[src/rtl/game2048_pkg.sv]
// Shared types for the 2048 board datapath: tile/board shapes, move direction
// and move-engine state encoding.
package game2048_pkg;

    localparam int unsigned TILE_W = 12;

    typedef logic [TILE_W-1:0] tile_t;
    typedef tile_t [3:0][3:0]  board_t;

    typedef enum logic [1:0] {DIR_LEFT, DIR_RIGHT, DIR_UP, DIR_DOWN} dir_t;
    typedef enum logic [1:0] {IDLE, RUN, DONE} mv_state_t;

    // Largest representable power of two; doubling it would overflow a tile.
    localparam tile_t TILE_MAX = tile_t'(1) << (TILE_W - 1);

endpackage

[src/rtl/move_engine_if.sv]
// Request/result bundle between the game controller and the move engine.
interface move_engine_if;
    import game2048_pkg::*;

    logic        start;
    dir_t        dir;
    board_t      board_in;
    logic        busy;
    logic        done;
    board_t      board_out;
    logic        moved;
    logic [15:0] score_add;

    modport master (
        output start, dir, board_in,
        input  busy, done, board_out, moved, score_add
    );

    modport slave (
        input  start, dir, board_in,
        output busy, done, board_out, moved, score_add
    );

endinterface

[src/rtl/line_slide.sv]
// Combinational slide-and-merge of one 4-tile line toward element 0.
module line_slide
    import game2048_pkg::*;
(
    input  tile_t       line_in  [4],
    output tile_t       line_out [4],
    output logic [15:0] gain,
    output logic        changed
);

    tile_t      packed_l [4];
    tile_t      merged   [4];
    logic [2:0] n_pack;
    logic [2:0] n_out;
    logic       skip;

    always_comb begin
        n_pack = '0;
        for (int i = 0; i < 4; i++) packed_l[i] = '0;
        for (int i = 0; i < 4; i++) begin
            if (line_in[i] != '0) begin
                packed_l[n_pack[1:0]] = line_in[i];
                n_pack = n_pack + 3'd1;
            end
        end

        // A merged tile leaves a hole behind it so it cannot merge again.
        gain = '0;
        skip = 1'b0;
        for (int i = 0; i < 3; i++) begin
            if (skip) begin
                merged[i] = '0;
                skip      = 1'b0;
            end else if (packed_l[i] != '0 && packed_l[i] == packed_l[i+1] &&
                         packed_l[i] != TILE_MAX) begin
                merged[i] = packed_l[i] << 1;
                gain      = gain + (16'(packed_l[i]) << 1);
                skip      = 1'b1;
            end else begin
                merged[i] = packed_l[i];
            end
        end
        merged[3] = skip ? '0 : packed_l[3];

        n_out = '0;
        for (int i = 0; i < 4; i++) line_out[i] = '0;
        for (int i = 0; i < 4; i++) begin
            if (merged[i] != '0) begin
                line_out[n_out[1:0]] = merged[i];
                n_out = n_out + 3'd1;
            end
        end

        changed = 1'b0;
        for (int i = 0; i < 4; i++) changed = changed | (line_out[i] != line_in[i]);
    end

endmodule

[src/rtl/move_engine.sv]
// Applies one 2048 move to a 4x4 board, one row or column per clock, and
// reports score gain and whether anything moved.
module move_engine
    import game2048_pkg::*;
(
    input logic         clk,
    input logic         rst_n,
    move_engine_if.slave bus
);

    mv_state_t   state_q;
    board_t      board_q;
    board_t      orig_q;
    dir_t        dir_q;
    logic [1:0]  line_idx_q;
    logic [15:0] score_q;
    logic        moved_q;
    logic        done_q;

    tile_t       line_in  [4];
    tile_t       line_out [4];
    logic [15:0] gain;
    logic        changed;
    board_t      board_wr;

    // Lines are disjoint, so the captured board still holds each line's input.
    always_comb begin
        for (int e = 0; e < 4; e++) begin
            line_in[e] = '0;
            unique case (dir_q)
                DIR_LEFT:  line_in[e] = orig_q[line_idx_q][e];
                DIR_RIGHT: line_in[e] = orig_q[line_idx_q][3-e];
                DIR_UP:    line_in[e] = orig_q[e][line_idx_q];
                DIR_DOWN:  line_in[e] = orig_q[3-e][line_idx_q];
                default:   line_in[e] = '0;
            endcase
        end
    end

    line_slide u_line_slide (
        .line_in  (line_in),
        .line_out (line_out),
        .gain     (gain),
        .changed  (changed)
    );

    always_comb begin
        board_wr = board_q;
        for (int e = 0; e < 4; e++) begin
            unique case (dir_q)
                DIR_LEFT:  board_wr[line_idx_q][e]   = line_out[e];
                DIR_RIGHT: board_wr[line_idx_q][3-e] = line_out[e];
                DIR_UP:    board_wr[e][line_idx_q]   = line_out[e];
                DIR_DOWN:  board_wr[3-e][line_idx_q] = line_out[e];
                default:   board_wr = board_q;
            endcase
        end
    end

    always_ff @(posedge clk or negedge rst_n) begin
        if (!rst_n) begin
            state_q    <= IDLE;
            board_q    <= '0;
            orig_q     <= '0;
            dir_q      <= DIR_LEFT;
            line_idx_q <= '0;
            score_q    <= '0;
            moved_q    <= 1'b0;
            done_q     <= 1'b0;
        end else begin
            done_q <= 1'b0;
            unique case (state_q)
                IDLE: begin
                    if (bus.start) begin
                        board_q    <= bus.board_in;
                        orig_q     <= bus.board_in;
                        dir_q      <= bus.dir;
                        score_q    <= '0;
                        moved_q    <= 1'b0;
                        line_idx_q <= '0;
                        state_q    <= RUN;
                    end
                end
                RUN: begin
                    board_q    <= board_wr;
                    score_q    <= score_q + gain;
                    moved_q    <= moved_q | changed;
                    line_idx_q <= line_idx_q + 2'd1;
                    if (line_idx_q == 2'd3) begin
                        state_q <= DONE;
                        done_q  <= 1'b1;
                    end
                end
                DONE:    state_q <= IDLE;
                default: state_q <= IDLE;
            endcase
        end
    end

    assign bus.busy      = (state_q != IDLE);
    assign bus.done      = done_q;
    assign bus.board_out = board_q;
    assign bus.moved     = moved_q;
    assign bus.score_add = score_q;

endmodule

[src/flat_wrapper.sv]
// flat-port wrapper written by rule: the top's interface ports become plain ports
module move_engine_flat import game2048_pkg::*;
  (clk, rst_n, bus_start, bus_dir, bus_board_in, bus_busy, bus_done, bus_board_out, bus_moved, bus_score_add);
  move_engine_if bus_i ();
  input logic clk;
  input logic rst_n;
  input wire logic [$bits(bus_i.start)-1:0] bus_start;
  input wire logic [$bits(bus_i.dir)-1:0] bus_dir;
  input wire logic [$bits(bus_i.board_in)-1:0] bus_board_in;
  output wire logic [$bits(bus_i.busy)-1:0] bus_busy;
  output wire logic [$bits(bus_i.done)-1:0] bus_done;
  output wire logic [$bits(bus_i.board_out)-1:0] bus_board_out;
  output wire logic [$bits(bus_i.moved)-1:0] bus_moved;
  output wire logic [$bits(bus_i.score_add)-1:0] bus_score_add;
  assign bus_i.start = bus_start;
  assign bus_i.dir = bus_dir;
  assign bus_i.board_in = bus_board_in;
  assign bus_busy = bus_i.busy;
  assign bus_done = bus_i.done;
  assign bus_board_out = bus_i.board_out;
  assign bus_moved = bus_i.moved;
  assign bus_score_add = bus_i.score_add;
  move_engine u_core (.clk(clk), .rst_n(rst_n), .bus(bus_i));
endmodule
[config.mk]
export PLATFORM = sky130hd
export DESIGN_NAME = move_engine_flat
export DESIGN_NICKNAME = d
export VERILOG_FILES = /design/src/rtl/game2048_pkg.sv /design/src/rtl/move_engine_if.sv /design/src/rtl/line_slide.sv /design/src/rtl/move_engine.sv /design/src/flat_wrapper.sv
export SDC_FILE = /design/constraint.sdc
export NUM_CORES = 2
export LEC_CHECK = 0
export CAP_MARGIN = 20
export CORE_MARGIN = 4
export CORE_UTILIZATION = 35
export DETAILED_ROUTE_END_ITERATION = 16
export PLACE_DENSITY = 0.55
export REMOVE_ABC_BUFFERS = 1
export SKIP_CTS_REPAIR_TIMING = 1
export SLEW_MARGIN = 10
export SYNTH_ARGS = -nofsm -noshare
export SYNTH_HDL_FRONTEND = slang
export SYNTH_SLANG_ARGS = --single-unit
[constraint.sdc]
create_clock -name clk -period 12 [get_ports clk]
set_input_delay 1.2 -clock clk [delete_from_list [all_inputs] [get_ports clk]]
set_output_delay 1.2 -clock clk [all_outputs]
set_load 0.03 [all_outputs]
==> summary.txt <==
STA
  – TNS Setup: 0 ps
  – Crit share post-route: 0.9306
  – FMAX: roughly 90 MHz
  – Hold Fails Final Rpt: 0
  – Slew Limit Headroom: 0.1564
  – Count of final max-slew check failures: 0
  – Setup violators final: 0
  – Tmin final: roughly 11,000 ps
  – Tightest Pin Transition: between 1000 and 1500 ps
  – Clock skew: ~90 ps
  – RSZ-0062 raised after global routing: false

Final layout
  – # nets final: between 4,000 and 5,000
  – Post-layout util: 0.4378
  – Layout cell share with drive strength beyond 1: 0.1005
  – Design Area, Final: 0.04025 mm²
  – Finished Layout Cells: 5,833
  – Layout fillers: about 9,500
  – Synth-to-layout area growth: 23.56%
  – Area occupied by multi-input gates: just over 0.02 mm²
  – Register area: between 0.01 and 0.015 mm²

Placed design
  – Hpwl dp: about 160 mm
  – Routability cong.: approximately 1.1
  – DP Cell Count: approximately 5,700
  – Placed cell areas: around 0.039 mm²
  – Port Buffers: 406

Worst setup path
  – Worst EP required: around 12,000 ps
  – R2R Setup Slk: between 800 and 900 ps
  – Crit path kind: reg2reg
  – CP Capture Type: register
  – Startpoint types: register
  – Critical Path Most Common Cell: a21oi_1
  – Slowest stage cell, crit path: dfrtp_4
  – CP max FO: 55
  – Max stage delay on crit path: 890 ps
  – Crit path DAT: approximately 12,000 ps

Routing
  – WL per Instance: roughly 36 µm
  – DRC: 0
  – Final antenna-violating net count: 0
  – Vias: between 30,000 and 40,000
  – Drt first-iter violations: approximately 6,000
  – Final WL: about 210 mm
  – DRT Pass-1 Iters: 8
  – Routed vias/inst: 6.598

Global routing
  – Largest net degree at the start of global routing: approximately 160
  – Wire length of the first global-routing pass: between 200 and 300 mm
  – Vias in the first global route: approximately 37,000
  – Total gr overflow: 0
  – Antenna violations before repair: 7
  – GR Util All Layers: 0.4121

Logic synthesis
  – #FFs+latches synth: 407
  – Cell Area, Synth: around 0.033 mm²
  – Synth Flop Type: dfrtp_1
  – Ys async rst share: 1.000
  – Post-synth EDFFs: 0
  – Mapped Cells: roughly 4,200
  – Avg Cell Area, Syn: slightly below 8 µm²
  – Ys Warns: 0
  – Yosys cell types: approximately 110
  – Sequential-to-total area share from yosys stat: 0.3127

Clock network
  – Clk sinks: around 400
  – Max clock buf depth: 3
  – Root buf cell: clkbuf_16
  – CTS clock-pin slew for the worst setup and hold paths: roughly 70 ps
  – H-tree depth: 2
  – Inserted Clock Buffers: 50
  – CTS tree: built
  – Clk Latency, worst-skew pair: between 600 and 700 ps

Job
  – Max-Cap Viols: 0

Floorplan
  – Die Area: about 0.098 mm²
  – Rows: ~110
  – CORE AREA: 0.09194 mm²
  – IO Count: slightly above 400
  – Starting Density: 0.3543
  – Chip height: around 310 µm
  – Die W: ~310 µm

Worst hold path
  – Hold WC Path Type: reg2reg

Outcome
  – Status: finished clean
[sequential cells by signal, summed over array words and instances, names as in the netlist]
name / count
u_core.bus.score_add: 15
u_core.orig_q: 192
u_core.bus.board_out: 192
u_core.state_q: 2
u_core.dir_q: 2
u_core.bus.moved: 1
u_core.line_idx_q: 2
u_core.bus.done: 1
[kinds of logic (layout without fill, tap and decap cells)]
family | Yosys count | count (layout) | synth area share
AO/OA/AOI/OAI | 1372 | 1372 | 0.2883
AND/OR/NAND/NOR | 1561 | 1561 | 0.2042
other | 1 | 5 | 0.0001151
adder cells (fa/ha/maj) | 51 | 51 | 0.02028
XOR/XNOR | 101 | 101 | 0.02716
flip-flops | 407 | 407 | 0.3127
buffers and inverters | 453 | 826 | 0.05904
multiplexers | 267 | 267 | 0.08823
[cell usage after synthesis (14+ instances only)]
library cell,count,area share
a211oi_1,83,0.019
o2111ai_1,14,0.0038
a221oi_1,41,0.011
nor3_1,73,0.011
a22oi_1,57,0.013
clkbuf_1,224,0.026
o31ai_1,14,0.0032
o21ai_1,31,0.0048
a222oi_1,19,0.0058
inv_1,113,0.013
xor2_1,26,0.0070
buf_4,20,0.0046
mux2i_1,200,0.061
and3_1,23,0.0044
nand3_1,73,0.011
nand4_1,23,0.0044
a22o_1,17,0.0046
nor2_1,286,0.033
xnor2_1,75,0.020
o21ai_0,176,0.027
and2_1,24,0.0046
o211ai_1,102,0.024
a221o_1,19,0.0058
a2111oi_0,19,0.0051
nor2b_1,31,0.0060
ha_1,48,0.018
a21oi_1,307,0.047
a21o_1,40,0.0092
buf_1,36,0.0041
o21a_1,17,0.0039
a31oi_1,78,0.015
dfrtp_1,407,0.31
a211o_1,16,0.0043
o22ai_1,109,0.021
buf_2,46,0.0071
nand2b_1,24,0.0046
o21bai_1,18,0.0041
o221ai_1,56,0.015
nand2_1,934,0.11
mux2_2,55,0.019
[final timing paths]
| path | cells past startpoint | endpoint | startpoint |
|---|---|---|---|
| setup / recovery | 46 | u_core.bus.score_add[15] | u_core.line_idx_q[1] |
| hold / removal | 2 | u_core.orig_q[125] | u_core.orig_q[125] |
| setup reg to reg | 46 | u_core.bus.score_add[15] | u_core.line_idx_q[1] |
| hold reg to reg | 2 | u_core.orig_q[125] | u_core.orig_q[125] |
| max in group asynchronous | 3 | u_core.dir_q[1] | rst_n |
| min in group asynchronous | 1 | u_core.orig_q[177] | rst_n |
[metal layers]
layer / routed length [µm] / share of wire / GRT usage / vias up
met2: 87440 / 0.42 / 0.6099 / 2957
met5: 26 / 0.00012 / 0 / -
met3: 25480 / 0.12 / 0.1200 / 781
met4: 18910 / 0.090 / 0.2858 / 4
li1: - / - / - / 16050
met1: 78580 / 0.37 / 0.5164 / 18690
[stage by stage]
step | worst slack, ps | hold WS (ps)
final | 833.2 | 476.0
after global routing | 50.70 | 515.0
after CTS | 1002 | 476.0
after detailed placement | 1052 | 460.9
after global placement | 1156 | 455.6
after floorplan | -4294 | 436.9
[final cells by class]
| cell class | instances | area share |
|---|---|---|
| antenna | 3 | 0.0001865 |
| clock buffer | 66 | 0.03507 |
| clock inverter | 24 | 0.008020 |
| inverter | 115 | 0.01079 |
| multi-input combinational | 3354 | 0.5113 |
| sequential | 407 | 0.2534 |
| tap | 1243 | 0.03864 |
| timing repair buffer | 621 | 0.1426 |
[critical path, delay by kind of cell, from the launching register on]
family | cells | cell delay, ps
flip-flops | 1 | 890
AO/OA/AOI/OAI | 21 | 4670
adder cells (fa/ha/maj) | 5 | 1590
buffers and inverters | 6 | 1430
AND/OR/NAND/NOR | 14 | 2380
[layout by cell type, fill, tap and decap left out, types with 16 or more instances in the layout]
cell type / n
xor2_1: 26
buf_4: 211
xnor2_1: 75
a211o_1: 16
o21ai_1: 33
inv_1: 111
o21ai_0: 173
o22ai_1: 108
o21a_1: 17
nor2b_1: 30
nand3_1: 73
o21bai_1: 18
and2_1: 23
ha_1: 44
and3_1: 23
dfrtp_1: 403
a2111oi_0: 19
a22oi_1: 57
a22o_1: 17
mux2i_1: 199
a31oi_1: 78
a21o_1: 40
o211ai_1: 102
mux2_2: 55
a211oi_1: 83
a221oi_1: 41
o221ai_1: 56
a221o_1: 19
a222oi_1: 19
nand2b_1: 23
clkbuf_16: 50
clkdlybuf4s50_1: 405
nand4_1: 23
nor2_1: 278
a21oi_1: 304
nor3_1: 71
nand2_1: 933
Power is left out: the tool's default activity adds up to more than one toggle a clock period on the data nets, which glitch-free logic cannot reach.
